### src/rtl/kb_cmd_ctrl.sv
// kb_cmd_ctrl: pops PS/2 scan codes, maps them to 4-bit commands with repeat hold-off, offers over valid/ready
module kb_cmd_ctrl #(
    parameter int HOLDOFF = 500000,
    parameter int HOLD_W  = 20
) (
    input  logic       clk,
    input  logic       reset,
    input  logic       en,
    input  logic [7:0] key_code,
    input  logic       kb_buf_empty,
    output logic       rd_key_code,
    output logic       cmd_valid,
    input  logic       cmd_ready,
    output logic [3:0] cmd_code,
    output logic [7:0] unk_cnt
);
    typedef enum logic [1:0] {IDLE, DECODE, OFFER} state_t;
    state_t state, state_nx;
    logic [7:0] key_reg;
    logic [HOLD_W-1:0] hold;
    logic [3:0] last_cmd, map_code;
    logic last_ok, mapped, dup, accept;
    always_comb begin
        mapped = 1'b1;
        map_code = 4'h0;
        case (key_reg)
            8'h45: map_code = 4'h0;
            8'h16: map_code = 4'h1;
            8'h1E: map_code = 4'h2;
            8'h26: map_code = 4'h3;
            8'h25: map_code = 4'h4;
            8'h2E: map_code = 4'h5;
            8'h36: map_code = 4'h6;
            8'h3D: map_code = 4'h7;
            8'h3E: map_code = 4'h8;
            8'h46: map_code = 4'h9;
            8'h1D: map_code = 4'hA;
            8'h1B: map_code = 4'hB;
            8'h1C: map_code = 4'hC;
            8'h23: map_code = 4'hD;
            8'h5A: map_code = 4'hE;
            8'h76: map_code = 4'hF;
            default: mapped = 1'b0;
        endcase
    end
    // A repeat is only suppressed while the hold-off window is still running
    assign dup = last_ok && map_code == last_cmd && hold != '0;
    assign accept = state == OFFER && cmd_ready;
    assign rd_key_code = !reset && state == IDLE && en && !kb_buf_empty;
    assign cmd_valid = state == OFFER;
    always_comb begin
        state_nx = state;
        case (state)
            IDLE:    state_nx = rd_key_code ? DECODE : IDLE;
            DECODE:  state_nx = (mapped && !dup) ? OFFER : IDLE;
            OFFER:   state_nx = cmd_ready ? IDLE : OFFER;
            default: state_nx = IDLE;
        endcase
    end
    always_ff @(posedge clk or posedge reset) begin
        if (reset) begin
            state    <= IDLE;
            key_reg  <= 8'h00;
            cmd_code <= 4'h0;
            unk_cnt  <= 8'h00;
            hold     <= '0;
            last_cmd <= 4'h0;
            last_ok  <= 1'b0;
        end else begin
            state <= state_nx;
            if (rd_key_code)
                key_reg <= key_code;
            if (state == DECODE && mapped && !dup)
                cmd_code <= map_code;
            if (state == DECODE && !mapped && unk_cnt != 8'hFF)
                unk_cnt <= unk_cnt + 8'd1;
            if (accept) begin
                last_cmd <= cmd_code;
                last_ok  <= 1'b1;
                hold     <= HOLD_W'(HOLDOFF);
            end else if (hold != '0) begin
                hold <= hold - HOLD_W'(1);
            end
        end
    end
endmodule

### config.mk
export PLATFORM = sky130hd
export DESIGN_NAME = kb_cmd_ctrl
export DESIGN_NICKNAME = d
export VERILOG_FILES = /design/src/rtl/kb_cmd_ctrl.sv
export SDC_FILE = /design/constraint.sdc
export NUM_CORES = 1
export LEC_CHECK = 0
export ABC_AREA = 1
export BUFFER_PORTS_ARGS = -buffer_cell sky130_fd_sc_hd__clkbuf_2
export CAP_MARGIN = 25
export CORE_AREA = 2 2 80 82
export DETAILED_ROUTE_END_ITERATION = 8
export DIE_AREA = 0 0 82 84
export PLACE_DENSITY = 0.62
export SLEW_MARGIN = 10
export SYNTH_ARGS = -nofsm -noshare
export SYNTH_HDL_FRONTEND = slang
export SYNTH_SLANG_ARGS = --single-unit
### constraint.sdc
create_clock -name clk -period 2.5 [get_ports clk]
set_clock_uncertainty 0.1 [all_clocks]
set_input_delay 0.125 -clock clk [delete_from_list [all_inputs] [get_ports clk]]
set_output_delay 0.125 -clock clk [all_outputs]
set_load 0.1 [all_outputs]
### Word-level counts from Yosys, hierarchy flattened

Index checks and enable logic that the tools add are counted.
Widths: inputs -> output; s select.

| word-level totals | value |
|---|---|
| flip-flop bits (word level) | 47 |
| bits of input ports | 13 |

| operators by class | value |
|---|---|
| add/subtract/negate cells | 2 |
| eq/ne operators | 20 |
| muxes and demuxes | 8 |
| reduce and logical (&&, ||, !) cells | 19 |

Operators by type and width:

| kind | number |
|---|---|
| $pmux 4 s15 | 1 |
| $eq 8x6->1 const B | 7 |
| $eq 8x5->1 const B | 5 |
| $mux 20 | 2 |
| $eq 8x7->1 const B | 4 |
| $reduce_bool 20->1 | 1 |
| $sub 20x1->20 const B | 1 |
| $reduce_or 16->1 | 1 |
| $logic_and 1x1->1 | 11 |
| $add 8x1->8 const B | 1 |
| $ne 8x8->1 const B | 1 |
| $pmux 2 s3 | 1 |
| $eq 4x4->1 | 1 |
| $logic_not 1->1 | 4 |
| $mux 2 | 2 |
| $eq 2x1->1 const B | 1 |
| $eq 2x2->1 const B | 1 |
| $logic_not 2->1 | 1 |
| $mux 1 | 2 |
| $reduce_bool 2->1 | 1 |

### Logic depth before layout (Yosys ltp)

Gate-level depths: netlist of run 1.

| logic depth | value |
|---|---|
| word-level depth | 9 |
| gate-level depth with buffers | 14 |
| depth with buffers taken out | 14 |

### Worst setup path before layout of run 1

OpenSTA, ideal clock, no wires.

| timing | value |
|---|---|
| path type | input to register |
| start | in reset |
| end | reg key_reg[0] |
| library setup time | 0.181 ns |
| arrival | 2.924 ns |
| data required time | 2.219 ns |
| setup slack | -0.705 ns |
| stages | 5 |
| buffers on the path | 1 |
| path through | inv_1 > nand2_1 > nor4_2 > clkbuf_1 > o21ai_0 |

| on the way | value |
|---|---|
| word-level cells in the longest chain between the ends | 4 |

RTL lines:

| item | RTL line | source |
|---|---|---|
| from (decl) | 7 | `input logic reset,` |
| $logic_not 1->1 (no source line) | n/a |  |
| $logic_and 1x1->1 (3 in series) | 49 | `assign rd_key_code = !reset && state == IDLE && en && !kb_buf_empty;` |
| named net rd_key_code | 11 | `output logic rd_key_code,` |
| to (signal assigned) | 72 | `key_reg <= key_code;` |
| to (decl) | 19 | `logic [7:0] key_reg;` |

The timed path passes the listed nets, and every way through them passes these cells.
A chain may end at the register's enable or synchronous reset.

### Worst setup path after layout of run 1

| timing | value |
|---|---|
| start | reg hold[9] |
| end | reg hold[15] |

| on the way | value |
|---|---|
| word-level cells in the longest chain between the ends | 3 |
| elaborated cells between the ends (all ways) | 5 |
| those cells by class | add/sub: 1; mux: 2; reduce/logical: 2 |

RTL lines:

| item | RTL line | source |
|---|---|---|
| from (decl) | 20 | `logic [HOLD_W-1:0] hold;` |
| from (signal assigned) | 80 | `hold <= HOLD_W'(HOLDOFF);` |
| from (signal assigned) | 82 | `hold <= hold - HOLD_W'(1);` |
| $sub 20x1->20 | 82 |  |
| $mux 20 | 81 | `end else if (hold != '0) begin` |
| $mux 20 | 77 | `if (accept) begin` |

Parallel ways exist; a longest one is shown, timed or not. The select of a mux whose other input is x is not followed.

==> results of run 1 <==
-- final cells by class --
class                      count  area share, %
clock buffer                   6           2.65
clock inverter                 1          0.161
inverter                      53           6.51
multi-input combinational    261           40.4
sequential                    47           37.8
tap                           77           3.09
timing repair buffer          42           9.48
-- critical path: stages (launching register included) --
cell	delay, ns
dfrtp_1	0.42
nor2_1	0.20
nand2_1	0.12
nor2_1	0.20
nand4_1	0.31
nand2_1	0.25
nor3_1	0.10
nand2_1	0.09
inv_1	0.05
nor3_1	0.17
inv_1	0.05
-- metrics by stage --
stage / cells / total power (W) / area [um2]
after CTS: 487 / 0.00254 / 3120
after global routing: 487 / 0.00271 / 3120
after floorplan: 364 / 0.00184 / 2650
after detailed placement: 468 / 0.00204 / 2910
after global placement: 468 / 0.00202 / 2910
final: 487 / 0.00251 / 3120
-- repair_timing --
action                    CTS  global route
hold endpoints to repair   57             0
hold buffers               12             0
buffers inserted            0             0
-- routing by layer --
layer  global-route usage [%]  vias up
met5                        0        -
met4                     4.70        0
met3                     3.79        5
met2                     30.1       33
met1                     26.7     1055
li1                         -     1237
-- cell families (layout without fill, tap and decap cells) --
logic type                 count (synthesis)  in the layout  share of synthesized area (%)
DFF                                       47             47                           44.5
and+or+nand+nor                          207            207                           34.5
adders and majority gates                  3              3                           1.42
xor gates and xnor gates                  10             10                           3.31
buffers and inverters                     56            102                           8.05
AOI/OAI and AO/OA                         41             41                           8.19
-- placed cells by master (no fill, tap or decap), types with 2 or more instances in the layout --
cell type      synthesis  routed
nor4_1                 3       3
nand2_2                3       3
dfrtp_1               47      47
a31oi_1                2       2
xor2_1                 7       7
inv_1                 49      48
buf_4                  0       4
nor3_1                13      13
inv_2                  4       4
ha_1                   3       3
clkbuf_8               0       6
o21ai_0               24      24
nor2_1                48      47
nand3_1               15      15
nand2_1              107     107
a21oi_1               12      12
nand4_1                5       5
xnor2_1                3       3
dlygate4sd3_1          0      12
nor2_4                 2       2
nor2_2                 5       6
clkbuf_2               0      25
-- worst max-delay path by stage --
stage	cells after the start	end	startpoint
floorplan	7	last_cmd[0]	state[0]
global placement	10	hold[15]	hold[8]
detailed placement	10	hold[15]	hold[9]
CTS	10	hold[15]	hold[9]
global route	10	hold[15]	hold[8]
finish	10	hold[15]	hold[9]
-- synth_stat cells --
| cell | count | area share [%] |
|---|---|---|
| nand2_1 | 107 | 15 |
| inv_1 | 49 | 7.0 |
| nor2_1 | 48 | 6.8 |
| dfrtp_1 | 47 | 44 |
| o21ai_0 | 24 | 4.5 |
| nand3_1 | 15 | 2.8 |
| nor3_1 | 13 | 2.5 |
| a21oi_1 | 12 | 2.3 |
| xor2_1 | 7 | 2.3 |
| nand4_1 | 5 | 1.2 |
| nor2_2 | 5 | 1.2 |
| inv_2 | 4 | 0.57 |
| ha_1 | 3 | 1.4 |
| nand2_2 | 3 | 0.71 |
| nor4_1 | 3 | 0.71 |
| xnor2_1 | 3 | 0.99 |
| a31oi_1 | 2 | 0.47 |
| buf_2 | 2 | 0.38 |
| nor2_4 | 2 | 0.85 |
| clkbuf_1 | 1 | 0.14 |
| nand2_4 | 1 | 0.43 |
| nand3b_1 | 1 | 0.28 |
| nand4_2 | 1 | 0.47 |
| nor3b_4 | 1 | 0.71 |
| nor4_2 | 1 | 0.47 |
| o211ai_1 | 1 | 0.28 |
| o21a_1 | 1 | 0.28 |
| o41ai_1 | 1 | 0.33 |
| or2_2 | 1 | 0.24 |
-- power by group --
group | switching (W) | internal [W] | leakage (nW)
clock | 0.000258 | 0.000218 | 0.0470
sequential | 0.000152 | 0.000941 | 0.582
combinational | 0.000676 | 0.000265 | 0.968
==> results.md, run 1 <==
- The worst register-to-register path ends at hold[15].
- The total wire length after detailed routing is 5740 um.
- The length in cells of the worst reg-to-reg path is 10.
- The amount of wire on met3 after detailed routing is 148 um.
- The final cycle utilization of the critical path is 86.8%.
- The detail-routed via count per cell is 4.78.
- The beginning of the worst hold path is en.
- 27 I/O pins were placed.
- The setup slack after placement is 0.315 ns.
- Counting distinct cell types in the post-synthesis netlist gives 29.
- The count of cells along the worst hold path is 6.
- The number of sinks handled by clock tree synthesis is 47.
- The root buffer selected by CTS is clkbuf_8.
- The count of endpoints failing hold in the final timing report was 0.
- The sum of overflow across all layers after global routing is 0.
- The critical path endpoint category is a flop.
- The number of nets in the finished design is 426.
- The mean instance size in the synthesized netlist is 7.26 um2.
- The worst slew slack as a fraction of its limit is 60.5%.
- The first global-routing pass estimated 10300 um of wire.
- From bottom edge to top edge, the die measures 84 um.
- The tool flagged a number of max-cap violations equal to 0.
- The critical path class is reg -> reg.
- The nature of the critical path startpoint is a flop.
- For this block, the initial DRC count from the detailed router was 164.
- After routing, the total negative slack on setup checks comes to 0 ns.
- Setup violations remaining at the end of the flow were counted as 0.
- The clock-pin slew of the registers on the worst-case setup and hold paths is 0.09 ns.
- The arrival time at the worst endpoint is 2.27 ns.
- After detailed routing, no signal wire sits above met4.
- The final standard cell utilization of the core is 51.1%.
- The post-route met1 wirelength is 2850 um.
- Once the clock tree was built, the resizer swapped 0 gates to a different size.
- The count of buffers inserted at the top-level ports is 26.
- At the end of routability-driven placement, the weighted congestion stood at 0.865.
- Setup repair after global routing left no endpoint under its margin.
- The total area of sequential cells is 0.00118 mm2.
- TritonCTS built the clock tree.
- The HPWL after detailed placement is 4280 um.
- The critical-path maximum fanout is 6.
- The fraction of layout instances using a drive strength above 1 is 14.1%.
- The x dimension of the die is 82 um.
- Derived from the worst setup path, the maximum achievable clock frequency is 0.461 GHz.
- The setup slack of the critical path after layout is 0.329 ns.
- After detailed routing, the met2 layer carries 2680 um of wire.
- The effective utilization at floorplan is 43.4%.
- The core area is 0.00610 mm2.
- At the worst endpoint, the required time is 2.60 ns.
- Synthesis produced a netlist with a net count of 380.
- The filler cells instantiated in the layout total 606.
- The setup check on the worst reg-to-reg path leaves a slack of 0.33 ns.
- The clock insertion delay at the later pin of the skew report is 0.30 ns.
- The final antenna diode count is 0.
- Once detail routing completed, the nets flagged for antenna violations numbered 0.
- The maximum number of pins on one net before global-route repair is 48.
- The routed design could run at a clock period as short as 2.17 ns.
- The number of global-route vias before repair is 2309.
- The path category of the worst min-delay check is in -> reg.
- The cell row count is 29.
- For the pin with the worst max-slew slack, the measured transition is 0.592 ns.
- The area taken by multi-input logic gates is 0.00126 mm2.
- The initial antenna violation count is 0.
- The worst hold slack across all endpoints is 0.303 ns.
- The total standard cell area after synthesis is 0.00264 mm2.
- The sequential share of the synthesized area is 44.5%.
- The run finished with clean final reports.
- The total track usage is 19.1%.
- The number of clock buffers added by TritonCTS is 5.
- The number of synthesized register bits is 47.
- The maximum vdd drop is 0.589 mV.
- The H-tree was split into 2 levels.
- In this run the deepest clock path goes through 2 buffers.
- The layout-stage area growth over the synthesis result is 17.8%.
- The remaining design rule violation count is 0.
- The worst-case hold path end point is key_reg[3].
- For this run, the number of Yosys warnings is 0.
- The standby leakage power is 1.60 nW.
- The startpoint identified for the worst register-to-register timing path is hold[9].
- The average routed wire per standard cell is 11.8 um.
- The register with the most flip-flops in the layout has 20 of them.
- The number of max-slew violations in the final report is 0.
- Synthesis produced a netlist whose cell count is 364.
- The area of the die is 0.00689 mm2.
- The pre-antenna-repair detailed-routing pass consisted of 4 iterations.
- The overall via count from detail_route is 2330.
- The power density over the cells is 806 mW/mm2.
Power figures use the tool's default switching activity.
==> inputs of run 2 (changes only) <==
- CORE_AREA: 2 2 80 82 -> 2 2 73 89
- DIE_AREA: 0 0 82 84 -> 0 0 75 91
- PLACE_DENSITY: 0.62 -> 0.63
- SLEW_MARGIN: 10 -> unset
==> run 2 against run 1 <==
Clock power shrank 3%. Combinational power shrank 0.4%. Flip-flop and latch count is the same. Final area shrank 0.32%. Sequential power is essentially flat. Die area shrank 0.91%. Count of clock-buffer cells in the layout shrank 1. Maximum frequency grew 1.6%. Total power shrank 0.91%.
==> results.md, run 2 (synthesized netlist as in run 1, its figures left out) <==
- The worst register-to-register path ends at hold[15].
- The buffers inserted during post-CTS setup optimization is 0 (unchanged).
- The combinational group share of total power is 37.7% (+0.2 points).
- The slew at the pin with the worst max-slew slack is 0.585 ns (-0.00735 ns).
- The length in cells of the worst reg-to-reg path is 10 (unchanged).
- The largest stage delay on the critical path is 0.43 ns (about the same).
- The total half-perimeter wirelength after legalization and detailed placement is 4280 um (+0.16%).
- The remaining design rule violation count is 0 (unchanged).
- The wire length of the first global-routing pass was 10400 um (+0.87%).
- The area of the die is 0.00683 mm2 (-0.91%).
- The total wire length after detailed routing came to 5630 um (-1.9%).
- The largest buffer count on any clock path is 2 (unchanged).
- The maximum number of pins on one net before global-route repair is 48 (unchanged).
- The maximum vdd drop is 0.829 mV (+41%).
- STA classifies the critical path startpoint as a flop.
- The library cells used most frequently in the layout, excluding fill and tap cells, are nand2_1, inv_1, nor2_1, dfrtp_1, clkbuf_2.
- The total track usage was 19.2% (+0.12 points).
- The worst hold slack across all endpoints was 0.0475 ns (-0.256 ns).
- The critical path class is reg -> reg.
- The number of instances in the placed design is 472 (+0.85%).
- The depth of the CTS H-tree is 2 (unchanged).
- TritonCTS built the clock tree.
- The detail-routed via count per cell is 4.85 (+1.4%).
- The final antenna diode count is 0 (unchanged).
- The final period demand of the worst path is 2.14 ns (-0.0336 ns).
- The maximum frequency from static timing analysis came to 0.468 GHz (+1.6%).
- The number of nets in the finished design is 424 (-0.47%).
- The sum of overflow across all layers after global routing came to 0 (unchanged).
- The number of flip-flops in the largest register was 20 (unchanged).
- The cell row count is 31 (+6.9%).
- The number of search-and-repair iterations in the first detailed-routing pass is 4 (unchanged).
- The clock insertion delay at the later pin of the skew report came to 0.30 ns (about the same).
- The highest-delay cell along the critical path is dfrtp_1.
- The worst path required time was 2.60 ns (about the same).
- In this run the worst hold path is classified as in -> reg.
- The number of buffers and inverters on the critical path is 2 (unchanged).
- The final weighted congestion in routability-driven placement is 0.940 (+8.8%).
- The filler cell count in the final layout is 588 (-3.0%).
- Setup repair after global routing left no endpoint under its margin.
- The arrival time at the worst endpoint is 2.24 ns (-0.03 ns).
- The clock-pin slew of the registers on the worst-case setup and hold paths is 0.09 ns (about the same).
- The worst hold path terminates at state[1].
- The critical-path maximum fanout is 6 (unchanged).
- The number of buffers added by the clock tree synthesis step is 5 (unchanged).
- On the critical path the largest part of the delay comes from simple AND/OR/NAND/NOR gates.
- The register-to-register setup slack was 0.36 ns (+0.03 ns).
- The initial antenna violation count is 0 (unchanged).
- The core area is 0.00593 mm2 (-2.6%).
- The post-route antenna net violation count is 0 (unchanged).
- The portion of total power attributed to sequential cells is 43.8% (+0.2 points).
- The switching share of total power is 43.7% (+0.42 points).
- The net switching power of the design is 0.00109 W (about the same).
- The power density over the cells is 801 mW/mm2 (-0.60%).
- The most used cell along the critical path is nand2_1.
- The final-report setup violation count was 0 (unchanged).
- The I/O pin total came to 27 (unchanged).
- The overall via count from detail_route is 2382 (+2.2%).
- The total design power is 0.00249 W (-0.91%).
- The standby leakage power is 1.58 nW (-0.95%).
- The setup total negative slack is 0 ns (unchanged).
- The root buffer cell chosen for the clock tree is clkbuf_8.
- The number of global-route vias before repair is 2430 (+5.2%).
- The worst slew slack as a fraction of its limit is 61.0% (+0.49 points).
- The layout-stage area growth over the synthesis result is 17.5%.
- The final cell count without fillers is 491 (+0.82%).
- The number of max-slew violations in the final report is 0 (unchanged).
- The worst setup path is captured at a flop.
- The beginning of the worst hold path is cmd_ready.
- The internal portion of total power is 0.00140 W (-1.7%).
- The effective utilization at floorplan came to 44.5% (+1.2 points).
- The worst register-to-register path begins at hold[9].
- The count of buffers inserted at the top-level ports is 26 (unchanged).
- The average routed wire per standard cell is 11.5 um (-2.7%).
- The signal on the critical path passes through nor2_1 > nand2_1 > nor2_1 > nand4_1 > nand2_1 > nor3_1 > nand2_1 > inv_1 > nor3_1 > inv_1.
- The height of the die was 91 um (+8.3%).
- The fraction of layout instances using a drive strength above 1 came to 14.2% (+0.035 points).
- The count of endpoints failing hold in the final timing report is 0 (unchanged).
- The x dimension of the die is 75 um (-8.5%).
- The final cycle utilization of the critical path was 85.5% (-1.3 points).
- The number of sinks handled by clock tree synthesis is 47 (unchanged).
- The share of power burned in the clock network is 18.5% (-0.4 points).
- The number of DRC markers after the initial detailed-route iteration is 73 (-55%).
- The flow ran to the end, and the final reports show no timing, DRC or antenna violations.
- The number of max-cap violations came to 0 (unchanged).
- The count of cells along the worst hold path was 2 (-4).
- The commonest non-fill, non-tap cell in the layout is nand2_1.
[run 2: cell types whose count changed in the layout (fill, tap and decap cells not counted)]
cell           before  now
buf_4               4    3
clkinvlp_4          1    3
clkbuf_8            6    5
dlygate4sd3_1      12   11
[run 2: layout make-up]
type                            count  area [um2]  area share (%)
Multi-Input combinational cell    261        1260            40.5
Sequential cell                    47        1180            37.9
Clock inverter                      3        20.0           0.645
Inverter                           53         203            6.53
Clock buffer                        5        68.8            2.22
Tap cell                           82         103            3.30
Timing Repair Buffer               40         278            8.94
[run 2: through the flow]
stage | cell area [um2] | util [%] | setup slack, ns
2_1_floorplan | 2650 | - | 0.0564
3_3_place_gp | 2910 | 49.0 | 0.364
3_5_place_dp | 2910 | 49.0 | 0.343
4_1_cts | 3110 | 52.3 | 0.328
5_1_grt | 3110 | 52.3 | 0.0191
6_report | 3110 | 52.3 | 0.363
[run 2: per-layer routing]
| layer | up-vias | routed length [um] | track usage, % |
|---|---|---|---|
| li1 | 1235 | - | - |
| met1 | 1094 | 2470 | 24.0 |
| met2 | 39 | 2810 | 31.8 |
| met3 | 14 | 187 | 3.55 |
| met4 | 0 | 161 | 7.74 |
| met5 | - | 0 | 0 |
[run 2: worst max-delay path by stage]
stage	cells after the start	slack, ns	end	startpoint
CTS	10	0.33	hold[15]	hold[9]
global route	10	0.02	hold[15]	hold[8]
finish	10	0.36	hold[15]	hold[9]
global placement	10	0.36	hold[15]	hold[9]
detailed placement	10	0.34	hold[15]	hold[9]
floorplan	7	0.06	last_cmd[0]	state[0]
[run 2: repair_timing]
item | 4_1_cts | 5_1_grt
endpoints found under the hold margin | 56 | 0
endpoints found under the setup margin | 0 | 0
resized for setup | 0 | 0
hold buffers | 11 | 0
[run 2: power groups by stage]
stage	clock network, W	logic (W)	registers, W
after floorplan	0	0.000534	0.00131
after global placement	0	0.000923	0.00110
after detailed placement	0	0.000930	0.00111
after CTS	0.000484	0.000947	0.00109
after global routing	0.000510	0.00107	0.00112
final	0.000461	0.000937	0.00109
==> inputs of run 3 (changes only) <==
- clock period: 2.5 -> 2.25 ns (I/O delays scaled with it)
==> run 3 against run 2 <==
Utilization up 1.2 points. Wire length decreased by 0.57%. Clock power is 25% higher. Critical endpoint is now cmd_code[3]. Highest routed layer unchanged.
==> results.md, run 3 (synthesized netlist as in run 1, its figures left out) <==
- The critical path endpoint category is a flop.
- The detail-routed via count per cell is 4.79 (-1.2%).
- The final antenna diode count was 0 (unchanged).
- The number of nets in the finished design is 430 (+1.4%).
- The number of flip-flops in the largest register came to 20 (unchanged).
- The clock insertion delay at the later pin of the skew report is 0.30 ns (about the same).
- The arrival time at the worst endpoint is 2.09 ns (-0.15 ns).
- The overall via count from detail_route was 2381 (-0.042%).
- The worst register-to-register path ends at cmd_code[3].
- The worst path required time is 2.35 ns (-0.25 ns).
- The length in cells of the worst reg-to-reg path is 12 (+2).
- The total half-perimeter wirelength after legalization and detailed placement was 4180 um (-2.3%).
- The cell row count is 31 (unchanged).
- The final period demand of the worst path is 2.00 ns (-0.139 ns).
- The x dimension of the die came to 75 um (unchanged).
- The number of search-and-repair iterations in the first detailed-routing pass was 4 (unchanged).
- The count of endpoints failing hold in the final timing report is 0 (unchanged).
- The I/O pin total is 27 (unchanged).
- The worst slew slack as a fraction of its limit is 61.2% (+0.14 points).
- The run finished with clean final reports.
- The total wire length after detailed routing is 5600 um (-0.57%).
- The height of the die was 91 um (unchanged).
- The critical-path maximum fanout is 5 (-1).
- The number of DRC markers after the initial detailed-route iteration was 146 (+100%).
- The maximum vdd drop is 0.960 mV (+16%).
- The slew at the pin with the worst max-slew slack was 0.583 ns (-0.00213 ns).
- The largest buffer count on any clock path is 2 (unchanged).
- The setup total negative slack was 0 ns (unchanged).
- The commonest non-fill, non-tap cell in the layout is nand2_1.
- The number of max-slew violations in the final report is 0 (unchanged).
- The number of sinks handled by clock tree synthesis is 47 (unchanged).
- The number of instances in the placed design is 475 (+0.64%).
- The number of max-cap violations is 0 (unchanged).
- The path category of the worst min-delay check is in -> reg.
- The number of global-route vias before repair is 2332 (-4.0%).
- The total design power is 0.00285 W (+15%).
- The startpoint identified for the worst hold timing path is en.
- The effective utilization at floorplan is 44.5% (unchanged).
- The initial antenna violation count is 0 (unchanged).
- The final-report setup violation count was 0 (unchanged).
- The clock-pin slew of the registers on the worst-case setup and hold paths was 0.09 ns (about the same).
- The maximum frequency from static timing analysis is 0.501 GHz (+7.0%).
- Setup repair after global routing left no endpoint under its margin.
- The final standard cell utilization of the core is 53.5% (+1.2 points).
- The average routed wire per standard cell is 11.3 um (-1.8%).
- The fraction of layout instances using a drive strength above 1 is 15.7% (+1.5 points).
- The top cell types in the final layout, fill and taps aside, are nand2_1, inv_1, nor2_1.
- The count of cells along the worst hold path came to 6 (+4).
- In this run the critical register-to-register path is launched from hold[0].
- The depth of the CTS H-tree is 2 (unchanged).
- The root buffer cell chosen for the clock tree is clkbuf_8.
- The layout-stage area growth over the synthesis result is 20.1%.
- TritonCTS built the clock tree.
- The power density over the cells was 897 mW/mm2 (+12%).
- The critical path class is reg -> reg.
- The core area is 0.00593 mm2 (unchanged).
- The post-route antenna net violation count was 0 (unchanged).
- The sum of overflow across all layers after global routing is 0 (unchanged).
- The number of cells upsized or downsized after cts is 0 (unchanged).
- STA classifies the critical path startpoint as a flop.
- The wire length of the first global-routing pass is 10200 um (-2.3%).
- The register-to-register setup slack is 0.25 ns (-0.11 ns).
- The final weighted congestion in routability-driven placement is 0.894 (-4.9%).
- The standby leakage power is 1.62 nW (+2.3%).
- The count of buffers inserted at the top-level ports is 26 (unchanged).
- The worst-case hold path end point is key_reg[0].
- The total track usage is 18.9% (-0.25 points).
- The filler cell count in the final layout is 585 (-0.51%).
- The remaining design rule violation count is 0 (unchanged).
- The number of buffers added by the clock tree synthesis step is 5 (unchanged).
- The area of the die came to 0.00683 mm2 (unchanged).
- The final cell count without fillers is 497 (+1.2%).
- The maximum number of pins on one net before global-route repair is 48 (unchanged).
- The final cycle utilization of the critical path is 88.8% (+3.3 points).
run 3: changes by cell type in the layout (fill, tap and decap cells not counted):
cell           before  now
buf_4               3    8
clkbuf_8            5    7
dfrtp_1            47   45
dfrtp_2             0    2
clkinv_2            1    0
clkinvlp_4          3    2
dlygate4sd3_1      11   12
nor2_2              6    5
nor2_4              2    3
run 3: area by class of cell:
cell class	instances	area (um2)	share of cell area, %
repair buffers	46	325	10.2
clock buffers	7	96.3	3.03
flip-flops and latches	47	1180	37.1
well taps	82	103	3.23
clock inverters	1	7.51	0.236
multi-input cells	261	1260	39.8
inverters	53	203	6.38
run 3: worst max-delay path by stage:
stage	slack [ns]	depth (start not counted)	end	start
4_1_cts	0.18	11	hold[15]	hold[0]
2_1_floorplan	0.06	5	key_reg[0]	reset
3_3_place_gp	0.29	10	hold[15]	hold[8]
5_1_grt	0.01	12	cmd_code[2]	hold[0]
3_5_place_dp	0.20	11	hold[15]	hold[0]
6_report	0.25	12	cmd_code[3]	hold[0]
run 3: report_power, final:
| part | internal, W | switching, W | leakage [nW] |
|---|---|---|---|
| combinational | 0.000298 | 0.000758 | 0.987 |
| clock | 0.000280 | 0.000296 | 0.0505 |
| sequential | 0.00105 | 0.000167 | 0.580 |
run 3: routing by layer:
metal | track usage [%] | routed length, um | up-vias
li1 | - | - | 1248
met3 | 2.77 | 185 | 7
met5 | 0 | 0 | -
met1 | 24.6 | 2560 | 1080
met4 | 6.40 | 93 | 0
met2 | 31.6 | 2760 | 46
run 3: critical path, cell delays in order, from the launching register on:
cell     delay, ns
dfrtp_1       0.42
inv_1         0.11
ha_1          0.16
inv_1         0.05
nor3_1        0.17
nand4_1       0.19
buf_4         0.19
nand2_1       0.07
a21oi_1       0.06
nand4_2       0.14
nand2_2       0.12
nand2_1       0.08
nand2_1       0.04
run 3: metrics by stage:
stage	hold slack [ns]	setup slack, ns	instance area, um2
2_1_floorplan	0.0399	0.0629	2660
3_3_place_gp	0.211	0.295	2940
3_5_place_dp	0.228	0.201	2940
4_1_cts	0.268	0.181	3160
5_1_grt	0.311	0.0109	3180
6_report	0.278	0.252	3180
run 3: timing repair:
action	CTS	global route
setup endpoints to repair	0	3
setup buffers	0	2
endpoints found under the hold margin	57	0
hold buffers	12	0
